--- config.mk ---
export PLATFORM = sky130hd
export DESIGN_NAME = seven_seg_display_arbiter
export DESIGN_NICKNAME = d
export VERILOG_FILES = /design/src/rtl/seven_seg_pkg.sv /design/src/rtl/seven_seg_rr_pick.sv /design/src/rtl/seven_seg_display_arbiter.sv
export SDC_FILE = /design/constraint.sdc
export NUM_CORES = 1
export LEC_CHECK = 0
export CAP_MARGIN = 0
export CORE_UTILIZATION = 45
export CTS_CLUSTER_DIAMETER = 30
export CTS_CLUSTER_SIZE = 30
export DETAILED_ROUTE_END_ITERATION = 10
export PLACE_DENSITY = 0.82
export SLEW_MARGIN = 20
export SYNTH_ARGS = -nofsm -noshare
export SYNTH_HDL_FRONTEND = slang
export SYNTH_SLANG_ARGS = --single-unit
--- constraint.sdc ---
create_clock -name clk_in -period 9.24 [get_ports clk_in]
set_input_delay 1.848 -clock clk_in [delete_from_list [all_inputs] [get_ports clk_in]]
set_output_delay 1.848 -clock clk_in [all_outputs]
set_load 0.02 [all_outputs]
--- src/rtl/seven_seg_pkg.sv ---
// Shared types and constants for the seven-segment display arbiter.
// Latency: n/a (declarations only).
// Backpressure: n/a.
package seven_seg_pkg;

  localparam int SEG_VAL_W = 32;

  typedef enum logic {
    IDLE,
    SHOW
  } state_t;

  function automatic int cnt_width(input int dwell);
    return $clog2(dwell);
  endfunction

endpackage

--- src/rtl/seven_seg_rr_pick.sv ---
// Round-robin search: first asserted req at or after start, wrapping.
// Latency: combinational.
// Backpressure: none.
module seven_seg_rr_pick #(
  parameter int N_REQ = 4
) (
  input  logic [N_REQ-1:0]         req,
  input  logic [$clog2(N_REQ)-1:0] start,
  output logic [N_REQ-1:0]         winner,
  output logic                     valid
);

  localparam int IDX_W = $clog2(N_REQ);

  int               sum;
  logic [IDX_W-1:0] idx;

  always_comb begin
    winner = '0;
    valid  = 1'b0;
    sum    = 0;
    idx    = '0;
    for (int k = 0; k < N_REQ; k++) begin
      sum = int'(start) + k;
      if (sum >= N_REQ) sum = sum - N_REQ;
      idx = IDX_W'(sum);
      if (!valid && req[idx]) begin
        winner[idx] = 1'b1;
        valid       = 1'b1;
      end
    end
  end

endmodule

--- src/rtl/seven_seg_display_arbiter.sv ---
// Time-shares the 8-digit display among requesters: round-robin dwell, req 0 preempts.
// Latency: 1 cycle from req_in/val_in to grant_out/val_out; all outputs registered.
// Backpressure: none; requesters hold req_in level, hold_in freezes rotation.
module seven_seg_display_arbiter
  import seven_seg_pkg::*;
#(
  parameter int                   N_REQ        = 4,
  parameter int                   DWELL_CYCLES = 100_000_000,
  parameter logic [SEG_VAL_W-1:0] IDLE_VAL     = 32'h0000_0000
) (
  input  logic                         clk_in,
  input  logic                         rst_n_in,
  input  logic [N_REQ-1:0]             req_in,
  input  logic [SEG_VAL_W*N_REQ-1:0]   val_in,
  input  logic                         hold_in,
  output logic [SEG_VAL_W-1:0]         val_out,
  output logic [N_REQ-1:0]             grant_out,
  output logic                         switch_out
);

  localparam int IDX_W = $clog2(N_REQ);
  localparam int CNT_W = cnt_width(DWELL_CYCLES);

  state_t              state, nstate;
  logic [CNT_W-1:0]    cnt, ncnt;
  logic [IDX_W-1:0]    last_ptr, nidx, pick_start;
  logic                req0_q;
  logic [N_REQ-1:0]    ngrant, pick_win;
  logic                pick_vld, rise0, expiry, is_new;
  logic [SEG_VAL_W-1:0] nval;

  // last_ptr always equals the current grant while showing, so one search serves both cases
  assign pick_start = (last_ptr == IDX_W'(N_REQ-1)) ? '0 : last_ptr + IDX_W'(1);

  seven_seg_rr_pick #(.N_REQ(N_REQ)) u_pick (
    .req    (req_in),
    .start  (pick_start),
    .winner (pick_win),
    .valid  (pick_vld)
  );

  assign rise0  = req_in[0] & ~req0_q;
  assign expiry = (cnt == CNT_W'(DWELL_CYCLES-1)) && !hold_in;

  always_comb begin
    nstate = state;
    ngrant = grant_out;
    ncnt   = cnt;
    case (state)
      IDLE: begin
        if (pick_vld) begin
          nstate = SHOW;
          ngrant = pick_win;
          ncnt   = '0;
        end
      end
      SHOW: begin
        if (rise0 && !grant_out[0]) begin
          ngrant = {{(N_REQ-1){1'b0}}, 1'b1};
          ncnt   = '0;
        end else if ((req_in & grant_out) == '0) begin
          ncnt = '0;
          if (pick_vld) begin
            ngrant = pick_win;
          end else begin
            nstate = IDLE;
            ngrant = '0;
          end
        end else if (expiry) begin
          // searching from current+1 wraps back to current when it is the only one active
          ngrant = pick_win;
          ncnt   = '0;
        end else if (!hold_in) begin
          ncnt = cnt + CNT_W'(1);
        end
      end
      default: begin
        nstate = IDLE;
        ngrant = '0;
        ncnt   = '0;
      end
    endcase
  end

  always_comb begin
    nidx = '0;
    nval = IDLE_VAL;
    for (int i = 0; i < N_REQ; i++) begin
      if (ngrant[i]) begin
        nidx = IDX_W'(i);
        nval = val_in[i*SEG_VAL_W +: SEG_VAL_W];
      end
    end
  end

  assign is_new = (ngrant != '0) && (ngrant != grant_out);

  always_ff @(posedge clk_in or negedge rst_n_in) begin
    if (!rst_n_in) begin
      state      <= IDLE;
      grant_out  <= '0;
      val_out    <= IDLE_VAL;
      switch_out <= 1'b0;
      cnt        <= '0;
      last_ptr   <= IDX_W'(N_REQ-1);
      req0_q     <= 1'b0;
    end else begin
      state      <= nstate;
      grant_out  <= ngrant;
      val_out    <= nval;
      switch_out <= is_new;
      cnt        <= ncnt;
      req0_q     <= req_in[0];
      if (is_new) last_ptr <= nidx;
    end
  end

endmodule

-- Yosys cells after proc, flatten, opt, wreduce, memory -nomap -nowiden
Index checks and enable logic that the tools add are counted.
- flip-flop bits (word level): 68
- latch bits: 0
- RAM bits: 0
- ROM bits: 0
- input bits: 135
- memories kept: 0
- add/sub/neg operators: 9
- multipliers: 0
- divide/modulo/power cells: 0
- $lt $le $gt $ge: 12
- eq/ne operators: 5
- shift operators: 0
- multiplexer cells: 52
- bitwise logic cells: 7
- reductions and logical operators: 18
- operators with widths (kind ; number):
    27-bit two-way mux ; 5
    32-bit two-way mux ; 4
    27-bit case mux with 2 select lines ; 1
    4-bit two-way mux ; 9
    27-bit by 1-bit adder with 27-bit output (second input constant) ; 1
    27-bit equality test (second input constant) ; 1
    1-bit two-way mux ; 16
    2-bit two-way mux ; 7
    2-bit by 3-bit < comparator with 1-bit output (second input constant) ; 4
    4-bit bitwise OR ; 3
    1-bit logical AND ; 10
    3-bit greater-or-equal comparator (second input constant) ; 3
    1-bit binary-select mux with 2-bit select ; 4
    1-bit demux with 2-bit select ; 4
    2-bit by 1-bit greater-or-equal comparator with 1-bit output (second input constant) ; 4
    4-bit case mux with 2 select lines ; 1
    2-bit by 1-bit subtractor with 2-bit output (second input constant) ; 4
    2-bit by 2-bit adder with 3-bit output (second input constant) ; 2
    1-bit logical NOT ; 5
    5-bit by 2-bit inequality test with 1-bit output (second input constant) ; 1
    4-bit AND ; 1
    4-bit logical NOT ; 1
    4-bit inequality test ; 1
    4-bit nonzero test ; 1
    other kinds (9) ; 10

-- Logic depth before layout (Yosys ltp)
- depth in word-level cells: 24
- gate-level depth with buffers: 14
- depth with buffers taken out: 10

-- Hierarchy
Synthesis repeated with hierarchy kept, for this count alone.
- cell total of the unflattened synthesis: 542
- area total of the unflattened synthesis: 4724.5 sq um
- by module, submodules not included (module ; times used ; cells each ; area each (sq um)):
    seven_seg_display_arbiter ; 1 ; 480 ; 4216.5
    seven_seg_rr_pick ; 1 ; 62 ; 508.0

-- Worst setup path after synthesis
OpenSTA, ideal clock, no wires.
- kind: input to register
- from: input port req_in[2]
- to: register val_out[21]
- arrival time: 4.414 ns
- slack: 4.736 ns
- stages on the path: 10
- cells stage by stage: clkbuf_1 > mux4_2 > and3_1 > a221o_1 > a221o_1 > buf_2 > or4_1 > buf_2 > buf_6 > o221ai_2
- longest elaborated chain between the ends: 20
- elaborated cells between the ends (all ways): 37
- classes of those cells: 26 x mux; 4 x bitwise; 7 x reduce/logical
- RTL lines (what ; line ; RTL):
    start, declared ; seven_seg_display_arbiter.sv:13 ; input logic [N_REQ-1:0] req_in,
    1-bit binary-select mux with 2-bit select ; seven_seg_rr_pick.sv:27 ; if (!valid && req[idx]) begin
    1-bit two-way mux (implied by the code) ; seven_seg_rr_pick.sv:27 ;
    1-bit two-way mux ; seven_seg_rr_pick.sv:27 ;
    1-bit logical NOT ; seven_seg_rr_pick.sv:27 ;
    1-bit logical AND ; seven_seg_rr_pick.sv:27 ;
    1-bit two-way mux ; seven_seg_rr_pick.sv:27 ;
    1-bit logical NOT ; seven_seg_rr_pick.sv:27 ;
    1-bit logical AND ; seven_seg_rr_pick.sv:27 ;
    [... 3 more ...] ; n/a ;
    4-bit two-way mux / 1-bit two-way mux (equally long branches) ; seven_seg_rr_pick.sv:27 ;
    4-bit two-way mux, on equally long branches ; seven_seg_display_arbiter.sv:69, seven_seg_display_arbiter.sv:63 ;
    4-bit two-way mux ; seven_seg_display_arbiter.sv:61 ; end else if ((req_in & grant_out) == '0) begin
    4-bit two-way mux ; seven_seg_display_arbiter.sv:58 ; if (rise0 && !grant_out[0]) begin
    4-bit case mux with 2 select lines * ; seven_seg_display_arbiter.sv:49 ; case (state)
    32-bit two-way mux (3 in series) ; seven_seg_display_arbiter.sv:89 ; if (ngrant[i]) begin
    32-bit two-way mux * ; seven_seg_display_arbiter.sv:89 ;
    named net nval[21] ; seven_seg_display_arbiter.sv:30 ; logic [SEG_VAL_W-1:0] nval;
    end signal, assigned ; seven_seg_display_arbiter.sv:110 ; val_out <= nval;
    end, declared ; seven_seg_display_arbiter.sv:16 ; output logic [SEG_VAL_W-1:0] val_out,
The timed path passes the listed nets; every way through them passes the cells marked *. The select of a mux whose other input is x is not followed.
A chain may end at the register's enable or synchronous reset.

-- Worst setup path after layout
- from: input port req_in[0]
- to: register val_out[0]
The elaborated chain is that of the path after synthesis.

==> impl_metrics.ini <==
[clock_network]
clk_latency_ns = 0.35
numCtsBuffers = 9
cts-root-buf = clkbuf_8
clock_path_buffers = 2
cts.sinks = 68
ctsResizeCount = 0
hold_buffers = 0
cts_tree = built
post-cts-setup-buffers = 0
clk_pin_slew_ns = 0.08
htreeDepth = 3

[routing]
first_iter_violations = 154
first_pass_iters = 4
drc_errors = 0
dr_total_vias = 4460
ant_nets = 0
wl_per_cell_um = 18.08
routed_wl_um = 13820
viasPerCell = 5.838

[global_routing]
gr-max-usage-layer = met2
grt_overflow = 0
grt_pass1_wl_um = 21860
gr-usage-all-layers_pct = 27.90
grt_max_degree = 69
first_global_vias = 4507
met1_usage_pct = 30.83
use_met3_pct = 8.391
use_met2_pct = 49.40
antenna_found_initial = 0

[worst_setup_path]
path_class = input pin to flip-flop
required_ns = 9.50
critPathMaxFanout = 31
startpoint_type = input pin
worstRegToRegCells = 10
cp.arrival_ns = 5.95
startpoint = req_in[0]
rr_startpoint = last_ptr[0]
r2r_slack_ns = 4.52
rr_endpoint = val_out[0]
cp-end-kind = flip-flop

[run_status]
status = complete, no violations

[placed_design]
port_buffers = 171
placedInstanceArea_mm2 = 0.006181
gp_congestion = 0.9300
numPlacedInstances = 748
hpwlAfterDp_um = 10340

[synthesis]
async_flop_share_pct = 100.0
synthCells = 474
netlist_area_mm2 = 0.004415
synth.distinct_cells = 63
synth_edf_count = 0
synth_warnings = 0
postSynthAreaPerCell_um2 = 9.315
ys_seq_area_share_pct = 38.59
synthFlopType = dfrtp_1
synthesis.nets = 618
ys_ff_latch = 68

[sta]
relSlewSlack_pct = 41.04
finClkSkew_ns = 0.01024
worstMarginPinSlew_ns = 0.8843
layout_min_cycle_time_ns = 5.691
setup-violations-final = 0
final-hold-violation-count = 0
finalSetupTns_ns = 0
rsz0062_at_grt = false
slew_violations = 0
fin_crit_sh_pct = 61.59
max_freq_ghz = 0.1757
hold_slack_ns = 0.5072

[power_and_ir_drop]
ir_drop_mv = 0.2995
fin_total_pwr_uw = 2132
cellPowerDensity_mw_per_mm2 = 335.2
p_leak_uw = 0.002576

[final_layout]
stdcell_count = 764
syn_to_final_growth_pct = 44.04
drive_gt1_share_pct = 10.24
diodes = 0
nets = 774
final_area_mm2 = 0.006360

[floorplanning]
core_area_mm2 = 0.009371
ios = 172
start_util_pct = 47.12
die_w_um = 101.1
num_rows = 35
die_area_mm2 = 0.01021
fp.dieH_um = 101.1

[min_path]
min_from = cnt[6]
hold_end = cnt[6]
hold_depth = 1
hp-class = flip-flop to flip-flop

[job]
max_cap_violations = 0
## power breakdown
group	total, uW	switching, uW	leakage (uW)	internal, uW
Sequential	457	54.2	0.000885	403
Combinational	1450	825	0.00161	625
Clock	225	120	0.0000855	105
Total	2130	999	0.00258	1130
## stage by stage
stage / util, % / setup slack (ns)
CTS: 67.86 / 3.590
finish: 67.86 / 3.549
floorplan: - / 4.736
global route: 67.86 / 3.210
detailed placement: 65.95 / 3.187
global placement: 65.95 / 3.283
## metal layers
metal  up-vias  share of wire (%)
met4         0                3.8
met5         -                  0
met2       195                 52
met3        35                7.6
li1       2079                  -
met1      2151                 37
## cells in the final DEF, fill, tap and decap left out, types with 9 or more instances in the layout
cell type        count
clkdlybuf4s50_1    170
dfrtp_1             66
nand2_1             59
inv_1               43
a22oi_1             34
o221ai_2            30
o21ai_0             29
nor2_1              23
and3_1              16
nand3_1             15
a21oi_1             12
clkbuf_8            10
ha_1                 9
## synth_stat cells, types with 5 or more instances
library cell	n	area share, %
o221ai_2	30	10
nand4_1	6	0.85
nand2_1	59	5.0
inv_1	43	3.7
nand2b_1	5	0.71
o31ai_1	8	1.4
a22oi_1	34	5.8
nand3_1	15	1.7
a221o_1	5	1.1
a21oi_1	12	1.4
nor2_1	23	2.0
xor2_1	6	1.2
dfrtp_1	66	37
clkbuf_1	20	1.7
o21ai_0	29	3.3
ha_1	9	2.6
and3_1	16	2.3
## final cells by class
| cell class | count | area (um2) |
|---|---|---|
| sequential | 68 | 1704 |
| clock buffer | 11 | 141.4 |
| fill | 752 | 3012 |
| clock inverter | 5 | 37.54 |
| multi-input combinational | 334 | 2425 |
| tap | 129 | 161.4 |
| inverter | 43 | 161.4 |
| timing repair buffer | 174 | 1729 |
## sequential cells by signal (all words and copies together), names as in the netlist
register / flops
grant_out: 4
last_ptr: 2
state: 1
switch_out: 1
cnt: 27
val_out: 32
req0_q: 1
## worst max-delay path by stage
| stage | endpoint | slack [ns] | cells past startpoint |
|---|---|---|---|
| after CTS | val_out[0] | 3.59 | 10 |
| after floorplan | val_out[21] | 4.74 | 10 |
| after global placement | val_out[0] | 3.28 | 10 |
| after global routing | val_out[30] | 3.21 | 10 |
| final | val_out[0] | 3.55 | 9 |
| after detailed placement | val_out[0] | 3.19 | 10 |
## critical path, cell delays in order
cell	delay [ns]
clkdlybuf4s50_1	0.66
nor3b_2	0.31
o22ai_1	0.15
a22o_1	0.29
a22oi_2	0.72
nor2b_1	0.16
or2_1	0.32
or4_2	1.11
o221ai_1	0.36
## kinds of logic (layout without fill, tap and decap cells)
kind of cell / after synthesis / after routing / share of synthesized area [%]
multiplexers: 8 / 8 / 2.692
flip-flops: 68 / 68 / 38.59
AO/OA/AOI/OAI: 155 / 155 / 30.38
XOR/XNOR: 9 / 9 / 1.785
adder cells (fa/ha/maj): 9 / 9 / 2.550
AND/OR/NAND/NOR: 153 / 153 / 17.23
buffers and inverters: 72 / 233 / 6.772
Power figures use the tool's default switching activity.
